### config.mk
export PLATFORM = sky130hd
export DESIGN_NAME = button_cmd_scheduler
export DESIGN_NICKNAME = d
export VERILOG_FILES = /design/src/rtl/button_cmd_scheduler.sv
export SDC_FILE = /design/constraint.sdc
export NUM_CORES = 1
export LEC_CHECK = 0
export BUFFER_PORTS_ARGS = -buffer_cell sky130_fd_sc_hd__buf_2
export CAP_MARGIN = 5
export CORE_AREA = 2 2 54 56
export CTS_BUF_LIST = sky130_fd_sc_hd__clkbuf_4 sky130_fd_sc_hd__clkbuf_8
export CTS_CLUSTER_DIAMETER = 40
export CTS_CLUSTER_SIZE = 40
export DETAILED_ROUTE_END_ITERATION = 8
export DIE_AREA = 0 0 56 58
export PLACE_DENSITY_LB_ADDON = 0.25
export REMOVE_ABC_BUFFERS = 1
export SLEW_MARGIN = 20
export SYNTH_ARGS = -nofsm -noshare
export SYNTH_HDL_FRONTEND = slang
export SYNTH_SLANG_ARGS = --single-unit
### constraint.sdc
create_clock -name clk -period 2.1 [get_ports clk]
set_input_delay 0 -clock clk [delete_from_list [all_inputs] [get_ports clk]]
set_output_delay 0 -clock clk [all_outputs]
set_load 0.02 [all_outputs]
### src/rtl/button_cmd_scheduler.sv
// Turns edge-detected operator requests into a single gapped valid/ready command stream.
// Define BUTTON_CMD_SCHEDULER_RR_EN for round-robin arbitration; otherwise lowest pending index wins.
module button_cmd_scheduler #(
  parameter int N_REQ      = 4,
  parameter int GAP_CYCLES = 16,
  localparam int ID_W      = $clog2(N_REQ)
) (
  input  logic             clk,
  input  logic             rst,
  input  logic [N_REQ-1:0] i_req,
  input  logic             i_cmd_ready,
  output logic             o_cmd_valid,
  output logic [ID_W-1:0]  o_cmd_id,
  output logic [N_REQ-1:0] o_pending,
  output logic             o_busy
);

  typedef enum logic [1:0] {IDLE, OFFER, GAP} state_t;

  state_t           state_q, state_d;
  logic [N_REQ-1:0] prev_q;
  logic [N_REQ-1:0] pending_q, pending_d;
  logic [N_REQ-1:0] rise, clr;
  logic [15:0]      cnt_q, cnt_d;
  logic [ID_W-1:0]  id_q, id_d;
  logic             valid_q, valid_d;
  logic             accept;

`ifdef BUTTON_CMD_SCHEDULER_RR_EN
  logic [ID_W-1:0]  ptr_q, ptr_d;

  // Search starts one past the last accepted channel, wrapping at N_REQ.
  function automatic logic [ID_W-1:0] arb_pick(input logic [N_REQ-1:0] req,
                                               input logic [ID_W-1:0]  ptr);
    logic [ID_W-1:0] pick;
    logic [ID_W-1:0] idx;
    logic            found;
    int              j;
    pick  = '0;
    found = 1'b0;
    for (int k = 0; k < N_REQ; k++) begin
      j   = (int'(ptr) + 1 + k) % N_REQ;
      idx = ID_W'(j);
      if (!found && req[idx]) begin
        pick  = idx;
        found = 1'b1;
      end
    end
    return pick;
  endfunction
`else
  function automatic logic [ID_W-1:0] arb_pick(input logic [N_REQ-1:0] req);
    logic [ID_W-1:0] pick;
    logic [ID_W-1:0] idx;
    pick = '0;
    for (int k = N_REQ - 1; k >= 0; k--) begin
      idx = ID_W'(k);
      if (req[idx]) pick = idx;
    end
    return pick;
  endfunction
`endif

  always_comb begin
    rise   = i_req & ~prev_q;
    accept = valid_q & i_cmd_ready;
    clr    = '0;
    if (accept) clr[id_q] = 1'b1;
    // A rise landing on the accept edge keeps the channel pending.
    pending_d = (pending_q & ~clr) | rise;

    state_d = state_q;
    cnt_d   = cnt_q;
    id_d    = id_q;
    valid_d = valid_q;
`ifdef BUTTON_CMD_SCHEDULER_RR_EN
    ptr_d   = ptr_q;
`endif

    case (state_q)
      IDLE: begin
        if (|pending_q) begin
`ifdef BUTTON_CMD_SCHEDULER_RR_EN
          id_d = arb_pick(pending_q, ptr_q);
`else
          id_d = arb_pick(pending_q);
`endif
          valid_d = 1'b1;
          state_d = OFFER;
        end
      end
      OFFER: begin
        if (i_cmd_ready) begin
          valid_d = 1'b0;
`ifdef BUTTON_CMD_SCHEDULER_RR_EN
          ptr_d   = id_q;
`endif
          if (GAP_CYCLES == 0) begin
            state_d = IDLE;
          end else begin
            state_d = GAP;
            cnt_d   = 16'(GAP_CYCLES - 1);
          end
        end
      end
      GAP: begin
        if (cnt_q == 16'd0) state_d = IDLE;
        else                cnt_d   = cnt_q - 16'd1;
      end
      default: state_d = IDLE;
    endcase
  end

  always_ff @(posedge clk) begin
    if (rst) begin
      state_q   <= IDLE;
      prev_q    <= '1;
      pending_q <= '0;
      cnt_q     <= '0;
      id_q      <= '0;
      valid_q   <= 1'b0;
`ifdef BUTTON_CMD_SCHEDULER_RR_EN
      ptr_q     <= ID_W'(N_REQ - 1);
`endif
    end else begin
      state_q   <= state_d;
      prev_q    <= i_req;
      pending_q <= pending_d;
      cnt_q     <= cnt_d;
      id_q      <= id_d;
      valid_q   <= valid_d;
`ifdef BUTTON_CMD_SCHEDULER_RR_EN
      ptr_q     <= ptr_d;
`endif
    end
  end

  assign o_cmd_valid = valid_q;
  assign o_cmd_id    = id_q;
  assign o_pending   = pending_q;
  assign o_busy      = (state_q != IDLE);

endmodule

==> results of run 1 <==
power by group:
part | switching [mW] | total, mW | internal [mW]
logic | 0.181 | 0.286 | 0.104
clock network | 0.199 | 0.496 | 0.297
registers | 0.0375 | 0.619 | 0.581
stage by stage:
| stage | hold slack [ps] | setup WS, ps | cell area [sq um] |
|---|---|---|---|
| finish | 32.7 | 361 | 1650 |
| global route | 52.2 | 227 | 1650 |
| detailed placement | 208 | 392 | 1510 |
| floorplan | 69.1 | 525 | 1400 |
| global placement | 199 | 446 | 1510 |
| CTS | 16.9 | 360 | 1650 |
registers in the layout, summed over array words and instances (netlist names):
| name | cells |
|---|---|
| cnt_q | 16 |
| o_cmd_id | 2 |
| o_cmd_valid | 1 |
| o_pending | 4 |
| state_q | 2 |
| prev_q | 4 |
how the worst max path moves through the flow:
stage	from	endpoint	slack [ps]	depth (start not counted)
floorplan	cnt_q[0]	cnt_q[12]	520	6
global placement	cnt_q[0]	cnt_q[12]	450	6
detailed placement	cnt_q[0]	cnt_q[12]	390	6
CTS	cnt_q[0]	cnt_q[4]	360	6
global route	cnt_q[0]	cnt_q[14]	230	6
finish	cnt_q[0]	cnt_q[4]	360	6
cell usage in the layout (no fill, tap or decap), drive strengths merged, types with 7 or more instances in the layout:
master  instances
dfxtp          29
clkbuf          7
nand2          12
o21ai           7
nor4            7
or3             7
a21oi          16
buf            14
nor2           10
repair_timing:
item | CTS | global route
resized for setup | 0 | 0
endpoints found under the hold margin | 9 | 0
hold buffers | 5 | 0
layer usage:
metal	vias up	wire, microns	part of all wire
met5	-	0	0
met4	0	25	0.0079
met3	2	174	0.055
met2	52	1490	0.47
met1	594	1470	0.47
li1	650	-	-
worst max-delay path, cell delays in order (launching register included):
cell,delay [ps]
dfxtp_1,390
inv_1,70
ha_1,230
nor3b_2,170
and3_1,240
a211oi_1,350
mux2i_1,210
area by class of cell:
| class | count | area, sq um |
|---|---|---|
| fillers | 243 | 1010 |
| multi-input cells | 121 | 800 |
| flip-flops and latches | 29 | 581 |
| repair buffers | 19 | 120 |
| clock buffers | 7 | 58.8 |
| well taps | 31 | 38.8 |
| clock inverters | 1 | 30.0 |
| inverters | 6 | 22.5 |
kinds of logic after synthesis:
| kind of cell | Yosys count | synth area share |
|---|---|---|
| and+or+nand+nor | 72 | 0.325 |
| AOI/OAI and AO/OA | 44 | 0.202 |
| DFF | 29 | 0.410 |
| buffers and inverters | 10 | 0.0265 |
| muxes | 4 | 0.0282 |
| adders and majority gates | 1 | 0.00882 |
==> flow_metrics.tcl, run 1 <==
set metrics [dict create \
    worstHoldStart "rst" \
    grt_start_max_net_pins 22 \
    met1_usage 0.240 \
    start_util 0.532 \
    numCtsBuffers 5 \
    drtIter0Drc 61 \
    worst-r2r-cell-count 6 \
    avgSynthCellArea_sq_um 8.86 \
    synthTopCellsByCount "29 x dfxtp_1, 16 x a21oi_1, 11 x nand2_1" \
    vias 1298 \
    rsz0062_at_grt "false" \
    ant_nets 0 \
    use_met2 0.375 \
    tightest_slew_ps 503 \
    powerDensity_mw_per_mm2 848 \
    clock-sinks 29 \
    critPathKind "register to register" \
    insertion_delay_ps 340 \
    cts_root_buf "clkbuf_4" \
    critPathRequiredTime_ps 2360 \
    finalPower_mw 1.40 \
    dp.cells 201 \
    ys_warn_count 0 \
    final_hold_viol_count 0 \
    synthFlopType "dfxtp_1" \
    use_met3 0.0781 \
    drive_gt1_frac 0.213 \
    crit_path_max_fanout 8 \
    antenna-diode-count 0 \
    final_util 0.620 \
    drt_wl_total_microns 3160 \
    drc 0 \
    cts_setup_buffers 0 \
    grt_pass1_vias 1244 \
    r2r_start "cnt_q[0]" \
    yosysMostFrequentCell "dfxtp_1" \
    vias_per_cell 6.07 \
    power.leakage_nw 0.669 \
    fp.dieW_microns 56 \
    period_minus_slack_ps 1740 \
    drv_cap 0 \
    period_share 0.828 \
    slew_viol_final 0 \
    finClkSkew_ps 15.2 \
    yosys_register_bits 29 \
    start_kind "register" \
    hpwl_microns 2160 \
    cts_buffer_depth 2 \
    critical_path_arrival_ps 2000 \
    whs_path_depth 2 \
    core_area_sq_mm 0.00266 \
    die-area_sq_mm 0.00325 \
    r2r_slack_ps 360 \
    first_pass_iters 4 \
    antenna_found_initial 0 \
    reg2reg_to "cnt_q[4]" \
    seq_area_frac_synth 0.410 \
    port-buffer-count 14 \
    grt_pass1_wl_microns 5440 \
    ir_worst_vdd_v 0.000711 \
    die_y_microns 58 \
    overflow 0 \
    synth.distinct_cells 43 \
    relSlewSlack 0.662 \
    busiest_layer "met2" \
    setup_viol 0 \
    yosysTopAreaCell "dfxtp_1" \
    synth.top_cell.area_share 0.410 \
    grt_usage 0.219 \
    fin_setup_tns_ps 0 \
    nets 190 \
    async_flop_share 0 \
    synthCells 160 \
    finalNonFillerCells 214 \
    endpoint_kind "register" \
    pin_count 15 \
    timing.fmax_mhz 575 \
    synth_edf_count 0 \
    wl_per_cell_microns 14.8 \
    whs_endpoint "o_pending[3]" \
    areaGrowthSynthToFinish_pct 16.4 \
    clkTransAtPathRegs_ps 100 \
    syn_area_sq_mm 0.00142 \
    synth_area_leaders "dfxtp_1 41%, a21oi_1 5.6%, a211oi_1 3.2%" \
    routabilityCongestion 0.817 \
    h-tree-depth 2 \
    rows 19 \
    cts_tree "yes" \
    hold_class "input port to register" \
    status "finished, final reports clean" \
]
No activity file was read; power rests on OpenSTA's default activity.
==> inputs of run 2 (changes only) <==
- ABC_AREA: not set -> 1
- CORE_AREA: 2 2 54 56 -> 2 2 57 59
- DIE_AREA: 0 0 56 58 -> 0 0 59 61
- clock period: 2.1 -> 1.8 ns (I/O delays scaled with it)
==> run 2 against run 1 <==
Effect of this change: synthesized cell count increased by 46%; clock power decreased by 20%; sequential share of layout area decreased by 2.4 points; clock skew decreased by 12 ps; total power increased by 8.4%; critical path depth increased by 4; critical path type unchanged.
==> flow_metrics.tcl, run 2 <==
set metrics [dict create \
    timing.fmax_mhz 627 \
    largest_register_ffs 16 \
    critPathRequiredTime_ps 2010 \
    synth.distinct_cells 22 \
    synth_edf_count 0 \
    insertion_delay_ps 330 \
    h-tree-depth 2 \
    rows 20 \
    nets 264 \
    critical_path_arrival_ps 1800 \
    cts_setup_buffers 0 \
    max_flop_register "cnt_q" \
    synthMuxAreaShare 0 \
    powerDensity_mw_per_mm2 857 \
    syn_area_sq_mm 0.00155 \
    yosysTopAreaCell "dfxtp_1" \
    final_hold_viol_count 0 \
    yosysMostFrequentCell "nor2_1" \
    drtIter0Drc 146 \
    tightest_slew_ps 531 \
    overflow 0 \
    synthSimpleGateAreaFrac 0.382 \
    power.leakage_nw 0.851 \
    clkTransAtPathRegs_ps 90 \
    cts_tree "yes" \
    finalPower_mw 1.52 \
    synth.top_cell.area_share 0.374 \
    vias 1507 \
    finClkSkew_ps 2.77 \
    grt_pass1_wl_microns 5840 \
    relSlewSlack 0.646 \
    place_ws_ps 161 \
    synth_area_leaders "dfxtp_1 37%, nor2_1 13%, nand2_1 12%" \
    ys_warn_count 0 \
    synthFlopType "dfxtp_1" \
    fp.dieW_microns 59 \
    met1_usage 0.263 \
    antenna_found_initial 0 \
    synth_adder_area_share 0.00805 \
    crit_path_max_fanout 17 \
    async_flop_share 0 \
    whs_ps 122 \
    port-buffer-count 14 \
    slew_viol_final 0 \
    routabilityCongestion 0.834 \
    use_met2 0.384 \
    drt_wl_total_microns 3410 \
    use_met3 0.0576 \
    areaGrowthSynthToFinish_pct 14.0 \
    fin_setup_tns_ps 0 \
    n_fill_cell 291 \
    regArea_sq_um 581 \
    multi_input_area_sq_um 846 \
    endpoint_kind "register" \
    synthCells 233 \
    ant_nets 0 \
    wl_per_cell_microns 11.7 \
    synthTopCellsByCount "52 x nor2_1, 49 x nand2_1, 29 x dfxtp_1" \
    hold_class "input port to register" \
    ir_worst_vdd_v 0.000451 \
    rsz0062_at_grt "false" \
    synth-compound-area-share 0.122 \
    busiest_layer "met2" \
    pin_count 15 \
    critPathKind "register to register" \
    period_share 0.885 \
    drv_cap 0 \
    layout_commonest_cell "nor2_1" \
    hpwl_microns 2320 \
    die_y_microns 61 \
    fin_ws_ps 206 \
    period_minus_slack_ps 1590 \
    avgSynthCellArea_sq_um 6.67 \
    start_util 0.526 \
    synth-xor-area-share 0.0282 \
    drive_gt1_frac 0.171 \
    core_area_sq_mm 0.00295 \
    cts_root_buf "clkbuf_4" \
    numCtsBuffers 5 \
    synth_top_family_by_area "simple AND/OR/NAND/NOR gates" \
    drc 0 \
    vias_per_cell 5.20 \
    final_cell_area_sq_mm 0.00177 \
    setup_viol 0 \
    grt_pass1_vias 1347 \
    place_area_sq_mm 0.00166 \
    grt_usage 0.221 \
    first_pass_iters 5 \
    layout.cells.most_common_list "52 x nor2_1, 49 x nand2_1, 29 x dfxtp_1" \
    clock-sinks 29 \
    antenna-diode-count 0 \
    seq_area_frac_synth 0.374 \
    start_kind "register" \
    yosys_register_bits 29 \
    die-area_sq_mm 0.00360 \
    grt_start_max_net_pins 27 \
    status "finished, final reports clean" \
    cts_buffer_depth 2 \
]
run 2: cell types whose count changed after synthesis, sizes merged, moves of 5 or more:
cell,delta
or3,-7
inv,+19
nor4,-7
nor2,+45
xor2,+5
nand3,+16
a211oi,-6
nand2,+40
run 2: area by class of cell:
type / instances / area share
inverter: 25 / 0.0530
tap: 33 / 0.0233
timing repair buffer: 22 / 0.0876
clock buffer: 6 / 0.0254
multi-input combinational: 173 / 0.477
sequential: 29 / 0.328
clock inverter: 2 / 0.00565
run 2: kinds of logic after synthesis:
group,Yosys count
simple gates,138
buf+inv,31
compound gates,29
flops,29
xor+xnor,5
fa+ha+maj,1
run 2: worst max-delay path, cell delays in order, from the launching register on:
cell,delay [ps]
dfxtp_1,330
inv_2,100
ha_1,190
nand2_2,100
nor2_4,140
nand2_2,100
a21oi_4,160
buf_12,170
nor2_1,60
nor2_1,80
nor2_1,50
run 2: what timing repair did:
action / CTS / global route
endpoints found under the hold margin: 9 / 0
setup endpoints to repair: 0 / 4
resized for setup: 0 / 2
hold buffers: 5 / 0
run 2: through the flow:
| stage | std cells | util |
|---|---|---|
| 2_1_floorplan | 227 | - |
| 4_1_cts | 290 | 0.598 |
| 5_1_grt | 290 | 0.600 |
| 3_5_place_dp | 277 | 0.563 |
| 6_report | 290 | 0.600 |
| 3_3_place_gp | 277 | 0.563 |
run 2: path summary, 6_finish.rpt:
check / start / end / slack (ps) / cells after the start
worst max-delay path: cnt_q[0] / cnt_q[11] / 210 / 10
worst min-delay path: rst / cnt_q[9] / 120 / 2
worst max register to register: cnt_q[0] / cnt_q[11] / 210 / 10
worst min register to register: cnt_q[1] / cnt_q[1] / 490 / 2
run 2: layer usage:
layer / share of wire / wire [microns] / vias up
met2: 0.47 / 1610 / 43
met3: 0.055 / 186 / 5
met4: 0.013 / 45 / 0
met1: 0.46 / 1570 / 677
li1: - / - / 782
met5: 0 / 0 / -
run 2: report_power, final:
part	leakage, nW	total (mW)	internal (mW)	switching [mW]
combinational	0.578	0.415	0.162	0.253
clock	0.0354	0.398	0.164	0.234
sequential	0.237	0.705	0.675	0.0301
